==> config.mk <==
export PLATFORM = sky130hd
export DESIGN_NAME = vga_timing_rx
export DESIGN_NICKNAME = d
export VERILOG_FILES = /design/src/rtl/vga_timing_rx.sv
export SDC_FILE = /design/constraint.sdc
export NUM_CORES = 1
export LEC_CHECK = 0
export BUFFER_PORTS_ARGS = -buffer_cell sky130_fd_sc_hd__buf_4
export CAP_MARGIN = 20
export CORE_MARGIN = 10
export CORE_UTILIZATION = 44
export DETAILED_ROUTE_END_ITERATION = 16
export SLEW_MARGIN = 20
export SYNTH_ARGS = -nofsm -noshare
export SYNTH_HDL_FRONTEND = slang
export SYNTH_SLANG_ARGS = --single-unit
==> constraint.sdc <==
create_clock -name clk -period 5.4 [get_ports clk]
set_input_delay 0.27 -clock clk [delete_from_list [all_inputs] [get_ports clk]]
set_output_delay 0.27 -clock clk [all_outputs]
set_load 0.02 [all_outputs]
==> src/rtl/vga_timing_rx.sv <==
// Receive-side VGA sync decoder: checks hs/vs against a fixed raster timing,
// regenerates de/x/y once locked, and reports timing violations.
module vga_timing_rx #(
    parameter int H_ACTIVE    = 1024,
    parameter int H_SYNC      = 136,
    parameter int H_BACK      = 160,
    parameter int H_TOTAL     = 1344,
    parameter int V_ACTIVE    = 768,
    parameter int V_SYNC      = 6,
    parameter int V_BACK      = 29,
    parameter int V_TOTAL     = 806,
    parameter bit SYNC_NEG    = 1'b1,
    parameter int LOCK_FRAMES = 2
) (
    input  logic        clk,
    input  logic        rst,
    input  logic        hs,
    input  logic        vs,
    output logic        locked,
    output logic        de,
    output logic [10:0] x,
    output logic [9:0]  y,
    output logic        frame_start,
    output logic        err,
    output logic [15:0] err_cnt
);

    typedef enum logic [1:0] {SEARCH, TRAIN, LOCKED} state_t;

    localparam logic [11:0] H_TOT_C  = 12'(H_TOTAL);
    localparam logic [11:0] H_SYNC_C = 12'(H_SYNC);
    localparam logic [11:0] H_TO_C   = 12'(2 * H_TOTAL);
    localparam logic [11:0] H_BEG_C  = 12'(H_SYNC + H_BACK);
    localparam logic [11:0] H_END_C  = 12'(H_SYNC + H_BACK + H_ACTIVE);
    localparam logic [10:0] X_OFS_C  = 11'(H_SYNC + H_BACK);
    localparam logic [9:0]  V_TOT_C  = 10'(V_TOTAL);
    localparam logic [9:0]  V_SYNC_C = 10'(V_SYNC);
    localparam logic [9:0]  V_BEG_C  = 10'(V_SYNC + V_BACK);
    localparam logic [9:0]  V_END_C  = 10'(V_SYNC + V_BACK + V_ACTIVE);
    localparam logic [3:0]  LOCK_C   = 4'(LOCK_FRAMES);

    function automatic logic [11:0] sat_inc12(input logic [11:0] v);
        return (v == 12'hFFF) ? v : v + 12'd1;
    endfunction

    function automatic logic [15:0] sat_inc16(input logic [15:0] v);
        return (v == 16'hFFFF) ? v : v + 16'd1;
    endfunction

    logic [1:0]  s_q, s_qq;       // {vs, hs}, normalised to active-high
    logic        hs_lead, hs_trail, vs_lead, vs_trail;
    logic [11:0] h_cnt;
    logic [9:0]  v_cnt;
    logic        h_armed;
    state_t      state_q, state_d;
    logic [3:0]  clean_q, clean_d;
    logic        chk_fail, err_any, active;

    // Stage 0: polarity normalisation and edge detection
    always_ff @(posedge clk or posedge rst) begin
        if (rst) begin
            s_q  <= '0;
            s_qq <= '0;
        end else begin
            s_q  <= {vs, hs} ^ {2{SYNC_NEG}};
            s_qq <= s_q;
        end
    end

    assign hs_lead  =  s_q[0] & ~s_qq[0];
    assign hs_trail = ~s_q[0] &  s_qq[0];
    assign vs_lead  =  s_q[1] & ~s_qq[1];
    assign vs_trail = ~s_q[1] &  s_qq[1];

    // Stage 1: line/frame counters; h_armed suppresses the line-length check
    // until a reference hs edge has been seen outside SEARCH.
    always_ff @(posedge clk or posedge rst) begin
        if (rst) begin
            h_cnt   <= '0;
            v_cnt   <= '0;
            h_armed <= 1'b0;
        end else begin
            h_cnt <= hs_lead ? 12'd0 : sat_inc12(h_cnt);
            if (vs_lead)
                v_cnt <= '0;
            else if (hs_lead)
                v_cnt <= v_cnt + 10'd1;
            if (state_q == SEARCH)
                h_armed <= 1'b0;
            else if (hs_lead)
                h_armed <= 1'b1;
        end
    end

    always_comb begin
        chk_fail = 1'b0;
        if (hs_lead && h_armed && (h_cnt + 12'd1 != H_TOT_C))
            chk_fail = 1'b1;
        if (hs_trail && (h_cnt + 12'd1 != H_SYNC_C))
            chk_fail = 1'b1;
        if (vs_lead && (v_cnt + 10'd1 != V_TOT_C))
            chk_fail = 1'b1;
        if (vs_trail && (v_cnt + {9'd0, hs_lead} != V_SYNC_C))
            chk_fail = 1'b1;
        if (!hs_lead && (h_cnt + 12'd1 == H_TO_C))
            chk_fail = 1'b1;
        err_any = chk_fail && (state_q != SEARCH);
    end

    always_comb begin
        state_d = state_q;
        clean_d = clean_q;
        case (state_q)
            SEARCH: begin
                if (vs_lead) begin
                    state_d = TRAIN;
                    clean_d = '0;
                end
            end
            TRAIN: begin
                if (err_any)
                    clean_d = '0;
                else if (vs_lead) begin
                    if (clean_q + 4'd1 >= LOCK_C)
                        state_d = LOCKED;
                    else
                        clean_d = clean_q + 4'd1;
                end
            end
            LOCKED: begin
                if (err_any)
                    state_d = SEARCH;
            end
            default: state_d = SEARCH;
        endcase
    end

    always_ff @(posedge clk or posedge rst) begin
        if (rst) begin
            state_q <= SEARCH;
            clean_q <= '0;
        end else begin
            state_q <= state_d;
            clean_q <= clean_d;
        end
    end

    assign active = (state_q == LOCKED) &&
                    (h_cnt >= H_BEG_C) && (h_cnt < H_END_C) &&
                    (v_cnt >= V_BEG_C) && (v_cnt < V_END_C);

    // Stage 2: registered outputs
    always_ff @(posedge clk or posedge rst) begin
        if (rst) begin
            locked      <= 1'b0;
            de          <= 1'b0;
            x           <= '0;
            y           <= '0;
            frame_start <= 1'b0;
            err         <= 1'b0;
            err_cnt     <= '0;
        end else begin
            locked      <= (state_q == LOCKED);
            de          <= active;
            x           <= active ? h_cnt[10:0] - X_OFS_C : '0;
            y           <= active ? v_cnt - V_BEG_C : '0;
            frame_start <= (state_q == LOCKED) && vs_lead;
            err         <= err_any;
            if ((state_q == LOCKED) && err_any)
                err_cnt <= sat_inc16(err_cnt);
        end
    end

endmodule

==> run metrics, run 1 <==
M3 GR Usage=4.65%; largest net degree at the start of global routing=75; fin crit share=64.2%; Comb pwr share=10.2%; clock sink total=74; Relative slew margins=36.4%; post_cts resized=0; clk_skew=0.00927 ns; Startpoint Class=flop; Final GP Congestion=0.811; Clock Power Share=41.4%; met2 Use GR=20.4%; initial antenna violation count=0; # rows=33; die area=12800 sq um; Longest Clk Path Bufs=2; internal power=0.000945 W; vias post-DR=2837; Syn Area/Cell=9.69 sq um; 1st-iter DRT viols=143; drt first pass iters=4; Top FF cell, synth=dfrtp_1; number of vias per cell=5.28; CTS tree=built; met1 Use GR=15.8%; outcome=finished clean; final hold vios=0; H-tree Lvls=3; wire per inst=14.8 um; actual slew at the worst max-slew pin=0.952 ns; CP max stage cell=inv_1; CP max stage delay=0.54 ns; post-route insts no fill=537; Max-Cap Viols=0; Pwr Density=284 nW/um^2; CP required=5.64 ns; Hold Slack=0.0603 ns; Tmin final=3.47 ns; clock buffer count from CTS=9; critical-path cell list=nand2b_1 > inv_1 > ha_1 > ha_1 > xor2_1 > and3_1 > and4b_1 > a221o_1 > nand3_1 > nor4_2 > buf_4 > or3b_2 > and3_1; worst endpoint data arrival time=3.70 ns; DRC Markers=0; P_leak=2.16 nW; vias in the first global route=2812; Die Ht=113 um; max-slew violation count=0; Post-DP Area=4190 sq um; RSZ-0062 raised after global routing=no; critical path endpoint category=flop; Yosys reg bits=74; total track usage=12.8%; Final ANT Viol Nets=0; postcts setup bufs=0; Layout area overhead=16.3%; Clock Pin Slew Worst Setup and Hold Paths=0.08 ns; first-pass GRT wire length=13.7 mm; DP HPWL=5.56 mm; Mapped Nets=408; Total Wirelength=7.94 mm; core area=8340 sq um; Max FO, Critical Path=21; register share of total power=48.4%; Hold WC Path Type=primary input to flop; Fin Setup TNS=0 ns; fmax=0.289 GHz; post-synthesis cell type count=57; DP Cell Count=522; Util after Layout=53.1%; fin area=4430 sq um; post-synthesis sequential area ratio=48.6%; number of I/O port buffers=44; worst skew pair latency=0.34 ns; VDD IR max=118 uV; initial core utilization=45.7%; Gate Count Post-Synth=393; Root Driver=clkbuf_8; Nets=443; P_sw=0.000315 W; EDFF count, synth=0; Worst Setup Path Type=flop to flop; Sw Ratio=25.0%; Boundary Pins=45; mapped cell area=3810 sq um; grt ovf=0; final setup vio count=0; Inserted Diodes=0; cts hold-fix bufs=0; GR peak layer=met2; share of layout cells above drive strength 1=16.7%; Die Width=113 um; Synth warnings=0; Async S/R FF share, synth=100%
## state kept, by name, indices dropped and copies added, names as in the netlist
signal / flops
frame_start: 1
s_qq: 2
clean_q: 4
v_cnt: 10
x: 11
h_armed: 1
y: 10
err_cnt: 16
h_cnt: 12
locked: 1
state_q: 2
s_q: 2
err: 1
de: 1
## metal layers
| layer | vias to the layer above | part of all wire [%] |
|---|---|---|
| met1 | 1368 | 47 |
| li1 | 1414 | - |
| met2 | 50 | 47 |
| met4 | 0 | 0.83 |
| met3 | 5 | 5.1 |
| met5 | - | 0 |
## path summary, 6_finish.rpt
path	to	slack (ns)	startpoint	cells after the start
max in group asynchronous	h_cnt[6]	4.59	rst	3
hold / removal	s_q[1]	0.06	vs	2
setup reg to reg	clean_q[2]	1.93	s_qq[0]	13
min in group asynchronous	h_cnt[8]	0.20	rst	3
setup / recovery	clean_q[2]	1.93	s_qq[0]	13
hold reg to reg	s_qq[0]	0.43	s_q[0]	0
## power groups by stage
stage / clock (W) / combinational (W) / sequential [W]
after floorplan: 0 / 0.000105 / 0.000611
after global routing: 0.000563 / 0.000149 / 0.000614
after detailed placement: 0 / 0.000130 / 0.000620
after CTS: 0.000536 / 0.000131 / 0.000609
final: 0.000522 / 0.000128 / 0.000610
after global placement: 0 / 0.000130 / 0.000620
## cells in the final DEF, fill, tap and decap left out, drive strengths merged, types with 9 or more instances in the layout
master  synthesis  final
nor3           10     10
nand4           9      9
xnor2          26     26
nand3          17     17
nor4            9      9
clkbuf         18     10
dfrtp          74     74
buf             4     46
nand2          24     24
ha             11     11
a21oi          18     18
xor2           24     24
inv            16     16
nor2           54     54
## synth_stat cells (5+ instances only)
master	number	area, sq um
nand4_1	9	56.3
xnor2_1	26	228
a21oi_1	18	90.1
or3_1	5	31.3
and3_1	8	50.1
clkbuf_1	18	67.6
dfrtp_1	74	1850
nor2_1	52	195
nand2_1	24	90.1
inv_1	15	56.3
o21ai_0	6	30.0
nor2b_1	5	31.3
ha_1	11	138
and2_1	5	31.3
nor4_1	8	50.1
nand2b_1	5	31.3
nor3_1	9	45.0
xor2_1	24	210
nand3_1	16	80.1
## critical path: cells and delay by family (launching register included)
kind | cells | cell delay, ns
fa+ha+maj | 2 | 0.45
buf+inv | 2 | 0.75
xor+xnor | 1 | 0.06
flops | 1 | 0.37
simple gates | 7 | 1.40
compound gates | 1 | 0.31
## cell type report
cell class | count | area, sq um
fill | 781 | 3910
sequential | 74 | 1850
multi-input combinational | 281 | 1800
timing repair buffer | 46 | 345
clock buffer | 10 | 138
tap | 105 | 131
clock inverter | 5 | 103
inverter | 16 | 60.1
## stage by stage
step	worst slack (ns)	power, W
floorplan	2.21	0.000715
global placement	2.02	0.000750
detailed placement	1.93	0.000750
CTS	1.91	0.00128
global route	1.68	0.00133
finish	1.93	0.00126
## logic make-up (layout without fill, tap and decap cells)
family / count (synthesis) / in the layout / synth area share (%)
buffers and inverters: 38 / 77 / 4.07
muxes: 3 / 3 / 0.952
DFF: 74 / 74 / 48.6
adders and majority gates: 11 / 11 / 3.61
AOI/OAI and AO/OA: 52 / 52 / 8.90
xor gates and xnor gates: 50 / 50 / 11.5
other: 1 / 1 / 0.0984
and+or+nand+nor: 164 / 164 / 22.3
Power figures use the tool's default switching activity.
==> inputs of run 2 (changes only) <==
--- a/config.mk
+++ b/config.mk
@@ -10,6 +10,7 @@
 export CORE_MARGIN = 10
 export CORE_UTILIZATION = 44
 export DETAILED_ROUTE_END_ITERATION = 16
+export PLACE_DENSITY = 0.65
 export SLEW_MARGIN = 20
 export SYNTH_ARGS = -nofsm -noshare
 export SYNTH_HDL_FRONTEND = slang
==> constraint.sdc (replaced) <==
create_clock -name clk -period 3.1 [get_ports clk]
set_input_delay 0.155 -clock clk [delete_from_list [all_inputs] [get_ports clk]]
set_output_delay 0.155 -clock clk [all_outputs]
set_load 0.02 [all_outputs]
==> run 2 against run 1 <==
  * The flow now finishes with violations (hold timing)
  * Die area did not move
  * Sequential cell count did not move
  * Sequential share of layout area fell by 0.39 points
  * Via count rose by 5.1%
  * Maximum frequency rose by 17%
  * Utilization rose by 0.50 points
  * Final area rose by 0.93%
  * Sequential power rose by 74%
  * Critical path type unchanged
  * Largest power group unchanged
  * Highest routed layer unchanged
==> run metrics, run 2 (synthesis gave the netlist of run 1 again) <==
outcome=finished, violations left (was finished clean); failing checks=hold timing; largest delay contributor family on the critical path=simple AND/OR/NAND/NOR gates (unchanged); register name with the most flops=err_cnt (unchanged); worst endpoint data arrival time=3.20 ns (was 3.70 ns); R2R cell count=10 (was 13); Relative slew margins=41.6% (was 36.4%); Boundary Pins=45 (unchanged); number of I/O port buffers=44 (unchanged); Max FO, Critical Path=20 (was 21); number of vias per cell=5.48 (was 5.28); Longest Clk Path Bufs=2 (unchanged); largest net degree at the start of global routing=42 (was 75); Hold Slack=-0.00860 ns (was 0.0603 ns); 1st-iter DRT viols=160 (was 143); clk_skew=0.00885 ns (was 0.00927 ns); Die Ht=113 um (unchanged); critical path endpoint category=flop (unchanged); vias post-DR=2982 (was 2837); final setup vio count=0 (unchanged); # rows=33 (unchanged); Root Driver=clkbuf_8 (unchanged); max-slew violation count=0 (unchanged); fin crit share=95.8% (was 64.2%); P_leak=2.18 nW (was 2.16 nW); Nets=449 (was 443); DP Cell Count=526 (was 522); CP max stage delay=0.46 ns (was 0.54 ns); Inserted Diodes=0 (unchanged); worst slack at placement=0.119 ns (was 1.93 ns); vias in the first global route=2868 (was 2812); CP max stage cell=dfrtp_1 (was inv_1); CP required=3.33 ns (was 5.64 ns); DP HPWL=5.85 mm (was 5.56 mm); Max-Cap Viols=0 (unchanged); Fin Setup TNS=0 ns (unchanged); critical-path cell list=ha_1 > nand3_2 > nor2_4 > or3b_1 > a221o_1 > o31a_1 > nor4_4 > buf_12 > nor2_2 > mux2_4 (was nand2b_1 > inv_1 > ha_1 > ha_1 > xor2_1 > and3_1 > and4b_1 > a221o_1 > nand3_1 > nor4_2 > buf_4 > or3b_2 > and3_1); first-pass GRT wire length=13.8 mm (was 13.7 mm); final hold vios=14 (was 0); Die Width=113 um (unchanged); post-route insts no fill=544 (was 537); actual slew at the worst max-slew pin=0.874 ns (was 0.952 ns); fmax=0.337 GHz (was 0.289 GHz); Hold WC Path Type=primary input to asynchronous set/reset pin (was primary input to flop); worst skew pair latency=0.35 ns (was 0.34 ns); initial core utilization=45.7% (unchanged); H-tree Lvls=3 (unchanged); commonest non-fill, non-tap cells in the layout=74 x dfrtp_1, 52 x nor2_1, 48 x buf_4 (was 74 x dfrtp_1, 52 x nor2_1, 46 x buf_4); RSZ-0062 raised after global routing=no (unchanged); total track usage=12.9% (was 12.8%); CTS tree=built (unchanged); Clock Pin Slew Worst Setup and Hold Paths=0.08 ns (about the same); core area=8340 sq um (unchanged); Tmin final=2.97 ns (was 3.47 ns); Total Wirelength=8.22 mm (was 7.94 mm); drt first pass iters=4 (unchanged); Worst Setup Path Type=flop to flop (unchanged); clock buffer count from CTS=9 (unchanged); initial antenna violation count=0 (unchanged); wire per inst=15.1 um (was 14.8 um); most common cell after layout, fill and taps aside=dfrtp_1 (unchanged); grt ovf=0 (unchanged); Pwr Density=455 nW/um^2 (was 284 nW/um^2); final setup margin=0.132 ns (was 1.93 ns); Largest register FFs=16 (unchanged); Final ANT Viol Nets=0 (unchanged); WP buf/inv=1 (was 2); die area=12800 sq um (unchanged); DRC Markers=0 (unchanged); Startpoint Class=flop (unchanged); Layout area overhead=17.4% (was 16.3%); VDD IR max=211 uV (was 118 uV); biggest regs=err_cnt: 16 flops, h_cnt: 12 flops, x: 11 flops (unchanged); Crit path depth=10 (was 13); clock sink total=74 (unchanged); share of layout cells above drive strength 1=17.1% (was 16.7%); Final GP Congestion=0.908 (was 0.811)
[run 2: cell types whose count changed in the layout (fill, tap and decap cells not counted), sizes merged]
| cell | before | now |
|---|---|---|
| buf | 46 | 50 |
| bufinv | 3 | 1 |
| clkbuf | 10 | 11 |
| clkinv | 1 | 2 |
| clkinvlp | 1 | 2 |
| dlygate4sd3 | 0 | 2 |
[run 2: layout make-up]
| class | instances | area [sq um] |
|---|---|---|
| fill | 779 | 3870 |
| timing repair buffer | 52 | 420 |
| inverter | 16 | 60.1 |
| clock buffer | 11 | 131 |
| sequential | 74 | 1850 |
| tap | 105 | 131 |
| clock inverter | 5 | 55.1 |
| multi-input combinational | 281 | 1820 |
[run 2: final timing paths]
kind                            startpoint         end  slack, ns
worst max register to register    h_cnt[0]  err_cnt[1]       0.13
min in group clk                    s_q[0]     s_qq[0]       0.41
worst min register to register      s_q[0]     s_qq[0]       0.41
worst max-delay path              h_cnt[0]  err_cnt[1]       0.13
max in group asynchronous              rst        y[8]       2.44
worst min-delay path                   rst  err_cnt[5]     -0.009
[run 2: metal layers]
metal  global-route usage (%)  part of all wire, %  vias up
met2                     21.0                   49       63
met1                     15.8                   44     1472
met4                     5.75                  2.0        0
li1                         -                    -     1433
met3                     3.17                  4.3       14
met5                        0                    0        -
[run 2: power by group]
| part | switching (W) | internal (W) |
|---|---|---|
| clock network | 0.000361 | 0.000370 |
| registers | 0.0000584 | 0.00100 |
| logic | 0.000139 | 0.000105 |
[run 2: per-stage QoR]
step	instance area [sq um]	total power, W	utilization, %
after floorplan	3810	0.00125	-
after global placement	4250	0.00131	50.9
after detailed placement	4250	0.00132	50.9
after CTS	4450	0.00205	53.4
after global routing	4470	0.00214	53.6
final	4470	0.00203	53.6
[run 2: what timing repair did]
item                                   4_1_cts  5_1_grt
endpoints found under the hold margin        2        0
setup buffers                                0        0
resized for setup                            0        4
hold buffers                                 2        0
setup endpoints to repair                    0        1
